[config.mk]
export PLATFORM = sky130hd
export DESIGN_NAME = mem_stage_lsu
export DESIGN_NICKNAME = d
export VERILOG_FILES = /design/src/rtl/mem_stage_lsu_pkg.sv /design/src/rtl/mem_stage_lsu_data_align.sv /design/src/rtl/mem_stage_lsu.sv
export SDC_FILE = /design/constraint.sdc
export NUM_CORES = 1
export LEC_CHECK = 0
export ABC_AREA = 1
export BUFFER_PORTS_ARGS = -buffer_cell sky130_fd_sc_hd__buf_2
export CAP_MARGIN = 20
export CORE_MARGIN = 2
export CORE_UTILIZATION = 41
export DETAILED_ROUTE_END_ITERATION = 10
export PLACE_DENSITY = 0.74
export SYNTH_ARGS = -nofsm -noshare
export SYNTH_HDL_FRONTEND = slang
export SYNTH_SLANG_ARGS = --single-unit
[constraint.sdc]
create_clock -name clk_i -period 1.7 [get_ports clk_i]
set_input_delay 0.255 -clock clk_i [delete_from_list [all_inputs] [get_ports clk_i]]
set_output_delay 0.255 -clock clk_i [all_outputs]
set_load 0.01 [all_outputs]
[src/rtl/mem_stage_lsu_pkg.sv]
// Shared types for the MEM-stage load/store unit.
//   lsu_size_e   : access size encoding (B/H/W/D)
//   lsu_state_e  : bus handshake FSM states
//   lsu_size_mask: byte mask of an access starting at lane 0
`timescale 1ns/1ps
package mem_stage_lsu_pkg;

    typedef enum logic [1:0] {
        LSU_SIZE_B = 2'b00,
        LSU_SIZE_H = 2'b01,
        LSU_SIZE_W = 2'b10,
        LSU_SIZE_D = 2'b11
    } lsu_size_e;

    typedef enum logic [1:0] {
        IDLE   = 2'b00,
        REQ    = 2'b01,
        RVALID = 2'b10
    } lsu_state_e;

    function automatic logic [7:0] lsu_size_mask(input lsu_size_e size);
        case (size)
            LSU_SIZE_B: lsu_size_mask = 8'h01;
            LSU_SIZE_H: lsu_size_mask = 8'h03;
            LSU_SIZE_W: lsu_size_mask = 8'h0F;
            default:    lsu_size_mask = 8'hFF;
        endcase
    endfunction

endpackage

[src/rtl/mem_stage_lsu_data_align.sv]
// Combinational lane handling for the LSU.
//   Request side : req_size_i/req_off_i/wdata_i -> be_o, wdata_o, misaligned_o
//   Response side: rsp_size_i/rsp_off_i/rsp_unsigned_i/rdata_i -> rdata_o
//                  (lane-extracted, truncated, sign/zero extended)
`timescale 1ns/1ps
module mem_stage_lsu_data_align
    import mem_stage_lsu_pkg::*;
#(
    parameter int DATA_WIDTH = 32,
    localparam int BE_WIDTH  = DATA_WIDTH / 8,
    localparam int OFF_W     = $clog2(BE_WIDTH)
) (
    input  lsu_size_e              req_size_i,
    input  logic [OFF_W-1:0]       req_off_i,
    input  logic [DATA_WIDTH-1:0]  wdata_i,
    output logic [BE_WIDTH-1:0]    be_o,
    output logic [DATA_WIDTH-1:0]  wdata_o,
    output logic                   misaligned_o,
    input  lsu_size_e              rsp_size_i,
    input  logic [OFF_W-1:0]       rsp_off_i,
    input  logic                   rsp_unsigned_i,
    input  logic [DATA_WIDTH-1:0]  rdata_i,
    output logic [DATA_WIDTH-1:0]  rdata_o
);

    logic [DATA_WIDTH-1:0] rdata_sh;
    logic [DATA_WIDTH-1:0] dmask;
    logic [7:0]            rsp_bmask;
    logic                  sign;

    always_comb begin
        be_o    = BE_WIDTH'(lsu_size_mask(req_size_i)) << req_off_i;
        wdata_o = wdata_i << {req_off_i, 3'b000};
        case (req_size_i)
            LSU_SIZE_B: misaligned_o = 1'b0;
            LSU_SIZE_H: misaligned_o = req_off_i[0];
            LSU_SIZE_W: misaligned_o = (req_off_i[1:0] != 2'b00);
            // Dword only exists on a 64-bit datapath
            default:    misaligned_o = (DATA_WIDTH != 64) || (req_off_i != '0);
        endcase
    end

    // Extension is done by masking the valid bytes and filling the rest with
    // the sign bit, which avoids zero-width replications on the 32-bit build.
    always_comb begin
        rdata_sh  = rdata_i >> {rsp_off_i, 3'b000};
        rsp_bmask = lsu_size_mask(rsp_size_i);
        dmask     = '0;
        for (int i = 0; i < BE_WIDTH; i++) begin
            dmask[8*i +: 8] = {8{rsp_bmask[i]}};
        end
        case (rsp_size_i)
            LSU_SIZE_B: sign = rdata_sh[7];
            LSU_SIZE_H: sign = rdata_sh[15];
            LSU_SIZE_W: sign = rdata_sh[31];
            default:    sign = 1'b0;
        endcase
        rdata_o = (rdata_sh & dmask)
                | ({DATA_WIDTH{sign & ~rsp_unsigned_i}} & ~dmask);
    end

endmodule

[src/rtl/mem_stage_lsu.sv]
// MEM pipeline stage: accepts one op from EX, runs the data-memory
// req/gnt/rvalid handshake and presents a registered one-cycle result to WB.
//   EX side : valid_i/ready_o, flush_i, load_i, store_i, size_i, unsigned_i,
//             addr_i, wdata_i, alu_result_i
//   WB side : valid_o, result_o, misaligned_o
//   Bus side: data_req_o/data_gnt_i/data_rvalid_i, data_addr_o, data_we_o,
//             data_be_o, data_wdata_o, data_rdata_i
`timescale 1ns/1ps
module mem_stage_lsu
    import mem_stage_lsu_pkg::*;
#(
    parameter int DATA_WIDTH = 32,
    parameter int ADDR_WIDTH = 32,
    localparam int BE_WIDTH  = DATA_WIDTH / 8
) (
    input  logic                  clk_i,
    input  logic                  rst_ni,
    input  logic                  valid_i,
    output logic                  ready_o,
    input  logic                  flush_i,
    input  logic                  load_i,
    input  logic                  store_i,
    input  logic [1:0]            size_i,
    input  logic                  unsigned_i,
    input  logic [ADDR_WIDTH-1:0] addr_i,
    input  logic [DATA_WIDTH-1:0] wdata_i,
    input  logic [DATA_WIDTH-1:0] alu_result_i,
    output logic                  valid_o,
    output logic [DATA_WIDTH-1:0] result_o,
    output logic                  misaligned_o,
    output logic                  data_req_o,
    input  logic                  data_gnt_i,
    input  logic                  data_rvalid_i,
    output logic [ADDR_WIDTH-1:0] data_addr_o,
    output logic                  data_we_o,
    output logic [BE_WIDTH-1:0]   data_be_o,
    output logic [DATA_WIDTH-1:0] data_wdata_o,
    input  logic [DATA_WIDTH-1:0] data_rdata_i
);

    localparam int OFF_W = $clog2(BE_WIDTH);

    lsu_state_e            state_q;
    lsu_size_e             size_q;
    logic [OFF_W-1:0]      off_q;
    logic                  unsigned_q;
    logic                  kill_q;      // load flushed after gnt: absorb rvalid silently
    logic                  accept;
    logic                  misaligned;
    logic [BE_WIDTH-1:0]   be;
    logic [DATA_WIDTH-1:0] wdata_sh;
    logic [DATA_WIDTH-1:0] rdata_ext;

    assign ready_o = (state_q == IDLE);
    assign accept  = valid_i & ready_o & ~flush_i;

    mem_stage_lsu_data_align #(
        .DATA_WIDTH(DATA_WIDTH)
    ) u_align (
        .req_size_i     (lsu_size_e'(size_i)),
        .req_off_i      (addr_i[OFF_W-1:0]),
        .wdata_i        (wdata_i),
        .be_o           (be),
        .wdata_o        (wdata_sh),
        .misaligned_o   (misaligned),
        .rsp_size_i     (size_q),
        .rsp_off_i      (off_q),
        .rsp_unsigned_i (unsigned_q),
        .rdata_i        (data_rdata_i),
        .rdata_o        (rdata_ext)
    );

    always_ff @(posedge clk_i or negedge rst_ni) begin
        if (!rst_ni) begin
            state_q      <= IDLE;
            size_q       <= LSU_SIZE_B;
            off_q        <= '0;
            unsigned_q   <= 1'b0;
            kill_q       <= 1'b0;
            valid_o      <= 1'b0;
            misaligned_o <= 1'b0;
            result_o     <= '0;
            data_req_o   <= 1'b0;
            data_we_o    <= 1'b0;
            data_addr_o  <= '0;
            data_be_o    <= '0;
            data_wdata_o <= '0;
        end else begin
            valid_o      <= 1'b0;
            misaligned_o <= 1'b0;
            case (state_q)
                IDLE: begin
                    if (accept) begin
                        if (!(load_i | store_i)) begin
                            valid_o  <= 1'b1;
                            result_o <= alu_result_i;
                        end else if (misaligned) begin
                            valid_o      <= 1'b1;
                            misaligned_o <= 1'b1;
                            result_o     <= '0;
                        end else begin
                            state_q      <= REQ;
                            data_req_o   <= 1'b1;
                            data_we_o    <= store_i;
                            data_addr_o  <= {addr_i[ADDR_WIDTH-1:OFF_W], {OFF_W{1'b0}}};
                            data_be_o    <= be;
                            data_wdata_o <= wdata_sh;
                            size_q       <= lsu_size_e'(size_i);
                            off_q        <= addr_i[OFF_W-1:0];
                            unsigned_q   <= unsigned_i;
                            kill_q       <= 1'b0;
                        end
                    end
                end
                REQ: begin
                    if (data_gnt_i) begin
                        // Granted: the bus beat completes even if flushed now
                        data_req_o <= 1'b0;
                        if (data_we_o) begin
                            state_q <= IDLE;
                            if (!flush_i) begin
                                valid_o  <= 1'b1;
                                result_o <= '0;
                            end
                        end else begin
                            state_q <= RVALID;
                            kill_q  <= flush_i;
                        end
                    end else if (flush_i) begin
                        data_req_o <= 1'b0;
                        state_q    <= IDLE;
                    end
                end
                RVALID: begin
                    if (data_rvalid_i) begin
                        state_q <= IDLE;
                        if (!(kill_q | flush_i)) begin
                            valid_o  <= 1'b1;
                            result_o <= rdata_ext;
                        end
                    end else if (flush_i) begin
                        kill_q <= 1'b1;
                    end
                end
                default: state_q <= IDLE;
            endcase
        end
    end

endmodule

# [After elaboration in Yosys (flattened, before gate mapping)]
# Cells that the tools add are included.
[word_totals] ff_bits=110 inputBits=139 output_inout_bits=105 elab_cells=105
[classes] eq_ne=19 shift=3 mux=47 bitwise_logic=12 reduce_logical=11
[ops] cell="32-bit 2-to-1 mux" n=8
[ops] cell="32-bit case mux with 3 select lines" n=1
[ops] cell="32-bit AND" n=2
[ops] cell="32-bit NOT" n=1
[ops] cell="32-bit OR" n=1
[ops] cell="32-bit by 5-bit left shift with 32-bit output" n=1
[ops] cell="32-bit by 5-bit >> shifter with 32-bit output" n=1
[ops] cell="4-bit case mux with 3 select lines" n=2
[ops] cell="1-bit 2-to-1 mux" n=23
[ops] cell="2-bit != test (second input constant)" n=9
[ops] cell="8-bit AND reduction" n=2
[ops] cell="2-bit 2-to-1 mux" n=7
[ops] cell="1-bit case mux with 3 select lines" n=4
[ops] cell="5-bit AND reduction" n=2
[ops] cell="2-bit by 1-bit equality test with 1-bit output (second input constant)" n=3
[ops] cell="2-bit equality test (second input constant)" n=3
[ops] cell="2-bit logical NOT" n=3
[ops] cell="3-bit != test (second input constant)" n=2
[ops] cell="2-bit case mux with 3 select lines" n=1
[ops] cell="2-bit by 1-bit != test with 1-bit output (second input constant)" n=2
[ops] cell="4-bit AND reduction" n=1
[ops] cell="2-bit nonzero test" n=2
[ops] cell="4-bit by 2-bit left shift with 4-bit output" n=1
[ops] cell="1-bit AND" n=3
[ops] cell="4 further kinds" n=7

# [Logic depth before layout (Yosys ltp)]
[depth] depth_word=8 ltp_mapped=11 ltp_nobuf=10

# [By module]
# From an unflattened synthesis, not the netlist that was laid out.
[unflattened] cells_unflattened=920 area_unflattened_um2=6462.4
[modules_own_cells] module="mem_stage_lsu" instances=1 cells_per_inst=646 area_each_um2=5166.2 seq_area_each_um2=2752.6
[modules_own_cells] module="mem_stage_lsu_data_align" instances=1 cells_per_inst=274 area_each_um2=1296.2 seq_area_each_um2=0.0

# [Worst setup path after synthesis]
# OpenSTA, ideal clock, no wires.
[synth_timing] kind="register to register" start="register state_q[0]" end="register result_o[10]" setup_time_ns=0.124 arrival_time_ns=1.658 required_ns=1.576 path_slack_ns=-0.082 stages_incl_launch_ff=11 n_path_buf=1 synth_period_minus_slack_ns=1.782 path_cell_list="dfrtp_1 inv_1 ha_1 nand3_1 nand2_1 nand2_1 nor2_2 nand3_2 buf_2 a21oi_1 a21oi_1"
[synth_via] elab_chain_len=5 word_cells_on_any_way=15 classes_between="eq/ne: 9; mux: 1; bitwise: 2; reduce/logical: 3"
[synth_rtl] element="start, declared" line="mem_stage_lsu.sv:43" source="lsu_state_e state_q;"
[synth_rtl] element="start signal, assigned" line="mem_stage_lsu.sv:75" source="state_q <= IDLE;"
[synth_rtl] element="start signal, assigned" line="mem_stage_lsu.sv:102" source="state_q <= REQ;"
[synth_rtl] element="start signal, assigned" line="mem_stage_lsu.sv:120" source="state_q <= IDLE;"
[synth_rtl] element="2-bit logical NOT *" line="mem_stage_lsu.sv:54" source="assign ready_o = (state_q == IDLE);"
[synth_rtl] element="via ready_o" line="mem_stage_lsu.sv:19" source="output logic ready_o,"
[synth_rtl] element="1-bit AND (2 in a row)" line="mem_stage_lsu.sv:55" source="assign accept = valid_i & ready_o & ~flush_i;"
[synth_rtl] element="2-bit by 1-bit != test with 1-bit output (no source line)"
[synth_rtl] element="8-bit AND reduction (no source line)"
[synth_rtl] element="end signal, assigned" line="mem_stage_lsu.sv:96" source="result_o <= alu_result_i;"
[synth_rtl] element="end signal, assigned" line="mem_stage_lsu.sv:139" source="result_o <= rdata_ext;"
[synth_rtl] element="end, declared" line="mem_stage_lsu.sv:29" source="output logic [DATA_WIDTH-1:0] result_o,"
# The timed path passes the listed nets; every way through them passes the cells marked *.
# A chain may end at the register's enable or synchronous reset.

# [Final worst setup path]
[layout_timing] start="register state_q[1]" end="register result_o[11]"
[layout_via] elab_chain_len=5 word_cells_on_any_way=15 classes_between="eq/ne: 9; mux: 1; bitwise: 2; reduce/logical: 3"
[layout_rtl] element="2-bit logical NOT" line="mem_stage_lsu.sv:54, mem_stage_lsu.sv:91"
[layout_rtl] element="1-bit AND (2 in a row)" line="mem_stage_lsu.sv:55"
[layout_rtl] element="2-bit by 1-bit != test with 1-bit output (no source line)"
[layout_rtl] element="8-bit AND reduction (no source line)"
# Parallel ways exist; a longest one is shown, timed or not.

==> results.md <==
- Skew-Pair Late Insertion Delay: 0.36 ns
- Pwr Density: 1730 nW/um2
- CTS max path bufs: 2
- Setup violations, final: 23
- Final hold vios: 0
- Failing checks: negative setup slack
- Post-synth design cell area: 5850 um2
- Routed WL: 19,100 um
- P&R area growth vs syn: 38.8%
- Crit path DAT: 2.04 ns
- Synthesis warning total: 0
- Core box area: 13,900 um2
- Hold Crit Class: in -> reg
- Worst path max stage delay: 0.39 ns
- Final period utilization: 1.03
- Outcome: finished, violations left
- Initial core utilization: 0.420
- Placed cell area: 7400 um2
- Peak supply drop: 0.785 mV
- Cell mode on critical path: nand3_4
- Via density: 5.02
- Register area share after synthesis: 0.470
- Min Tclk post-route: 1.76 ns
- Post-Layout Inst Area: 8120 um2
- CP Buf/Inv Count: 3
- Crit path capture type: register
- Cell family with most CP delay: buffers and inverters
- Worst setup margin: -0.0591 ns
- IO Pins: 244
- Synth cell types: 31
- Required @ worst endpoint: 1.98 ns
- Drt pass-1 iters: 5
- # diodes: 0
- Slew Limit Fails: 0
- Gpl congestion: 0.861
- First-pass GRT wire length: 27,800 um
- Synth Instances: 810
- Antenna violations before repair: 0
- Synth Register Bits: 110
- Register Area: 2750 um2
- I/O Buffers: 241
- Slowest-stage cell, CP: dfrtp_1
- TritonCTS clock tree: built
- Syn_area_per_cell: 7.23 um2
- Maximum achievable frequency: 0.568 GHz
- Leak: 0.00445 uW
- Crit path cell chain: buf_4 > ha_4 > o21ai_2 > nand3_4 > nor2_4 > nand3_4 > inv_8 > clkbuf_16 > nor2_1 > a21oi_1
- Post-detail-place hpwl: 13,200 um
- Die H: 123 um
- Die X: 123 um
- Nets: 1,209
- Share of cells above drive strength 1: 0.319
- Sink Count: 110
- RSZ-0062 raised after global routing: true
- Vias in the first global route: 5,714
- Post-route clock skew: 0.0149 ns
- Multi-input gate area: 2830 um2
- Crit Path Class: reg -> reg
- Maxcap violations: 0
- Overall Global Routing Usage: 0.236
- Vias post-DR: 6,281
- DRC viols: 0
- Largest fanout on the critical path: 8
- Drt wl/cell: 15.3 um
- Die Area: 15,200 um2
- Gr ovfl total: 0
- Clock Tree Root: clkbuf_16
- Crit start category: register
- # H-tree levels: 3
- Total CTS buffers: 9
- Remaining antenna violation count: 0
- FP Rows: 43
- Worst slack at placement: -0.0304 ns
- Fill cells: 1,289
- Largest net degree at the start of global routing: 77
- Register clock-pin slew on the reported worst setup and hold paths: 0.08 ns
- DR iter-0 viols: 416
-- path summary, 6_finish.rpt --
path	startpoint	end	slack, ns	cells past startpoint
worst max-delay path	state_q[1]	result_o[11]	-0.06	10
worst min-delay path	addr_i[28]	data_addr_o[28]	0.09	3
worst max register to register	state_q[1]	result_o[11]	-0.06	10
worst min register to register	data_addr_o[12]	data_addr_o[12]	0.47	2
max in group asynchronous	rst_ni	data_req_o	0.80	3
min in group asynchronous	rst_ni	kill_q	0.29	2
-- what timing repair did --
item                                    in CTS  in global routing
endpoints found under the setup margin      30                103
gates resized for setup                      8                 37
pin swaps                                    2                  7
hold buffers                                 1                  0
cloned                                       1                  7
setup buffers                                1                  7
hold endpoints to repair                    38                  0
-- placed cells by master, fill, tap and decap left out, types with 5 or more instances in the layout --
cell type / instances
nand2_1: 320
buf_2: 240
dfrtp_1: 110
nor2_1: 70
o21ai_0: 63
nand3_1: 48
a21oi_1: 45
inv_1: 35
buf_4: 33
clkbuf_16: 14
o21ai_1: 10
o211ai_1: 9
buf_12: 8
mux2i_1: 7
a21oi_2: 6
nand2_2: 5
-- kinds of logic after synthesis --
group                    after synthesis  synth area share
adder cells (fa/ha/maj)                4           0.00855
flip-flops                           110             0.470
other                                  1          0.000641
AND/OR/NAND/NOR                      455             0.308
AO/OA/AOI/OAI                        143             0.129
multiplexers                           7            0.0120
buffers and inverters                 90            0.0714
-- power breakdown --
group | switching, uW | total [uW] | internal [uW]
sequential | 684 | 4480 | 3800
combinational | 4280 | 7370 | 3090
clock | 1040 | 2210 | 1170
-- final cells by class --
cell class | count | share of cell area
Clock buffer | 10 | 0.0282
Clock inverter | 6 | 0.00955
Inverter | 41 | 0.0202
Multi-Input combinational cell | 611 | 0.348
Sequential cell | 110 | 0.339
Tap cell | 180 | 0.0277
Timing Repair Buffer | 293 | 0.227
-- routing by layer --
metal,up-vias,GRT usage,share of wire
met5,-,0,0
li1,3098,-,-
met3,38,0.0586,0.087
met4,0,0.0938,0.029
met2,306,0.385,0.47
met1,2839,0.301,0.41
-- synth_stat cells (all sizes together) --
cell      n  area share
o21ai    77       0.066
dfrtp   110        0.47
buf      35       0.036
a21oi    51       0.044
nand2   327        0.21
conb      1     0.00064
mux2i     7       0.012
o211ai    9       0.012
nand3    51       0.044
nor2     74       0.050
nor3      1     0.00085
o21a      1      0.0013
a22oi     1      0.0013
inv      40       0.026
o31ai     1      0.0013
clkinv    1     0.00085
a31oi     2      0.0021
clkbuf   14      0.0090
o22ai     1      0.0011
nand4     2      0.0021
ha        4      0.0086
-- worst min-delay path, cell delays in order --
cell	delay, ns
buf_2	0.07
nand2_1	0.04
nand2_1	0.05
-- per-stage QoR --
stage	cells	TNS [ns]	hold slack, ns	util	total power, uW
floorplan	811	0	-0.0406	-	8410
global route	1251	-3.35	0.0948	0.583	15200
finish	1251	-0.564	0.0909	0.583	14100
detailed placement	1218	-0.288	0.114	0.531	10900
global placement	1218	0	0.114	0.531	10800
CTS	1237	-0.00235	0.0825	0.558	13400
-- state kept, by name (all words and copies together), names as in the netlist --
| signal | count |
|---|---|
| kill_q | 1 |
| state_q | 2 |
| misaligned_o | 1 |
| data_wdata_o | 32 |
| size_q | 2 |
| data_addr_o | 30 |
| result_o | 32 |
| data_we_o | 1 |
| valid_o | 1 |
| data_req_o | 1 |
| unsigned_q | 1 |
| off_q | 2 |
| data_be_o | 4 |
Power figures use the tool's default switching activity.
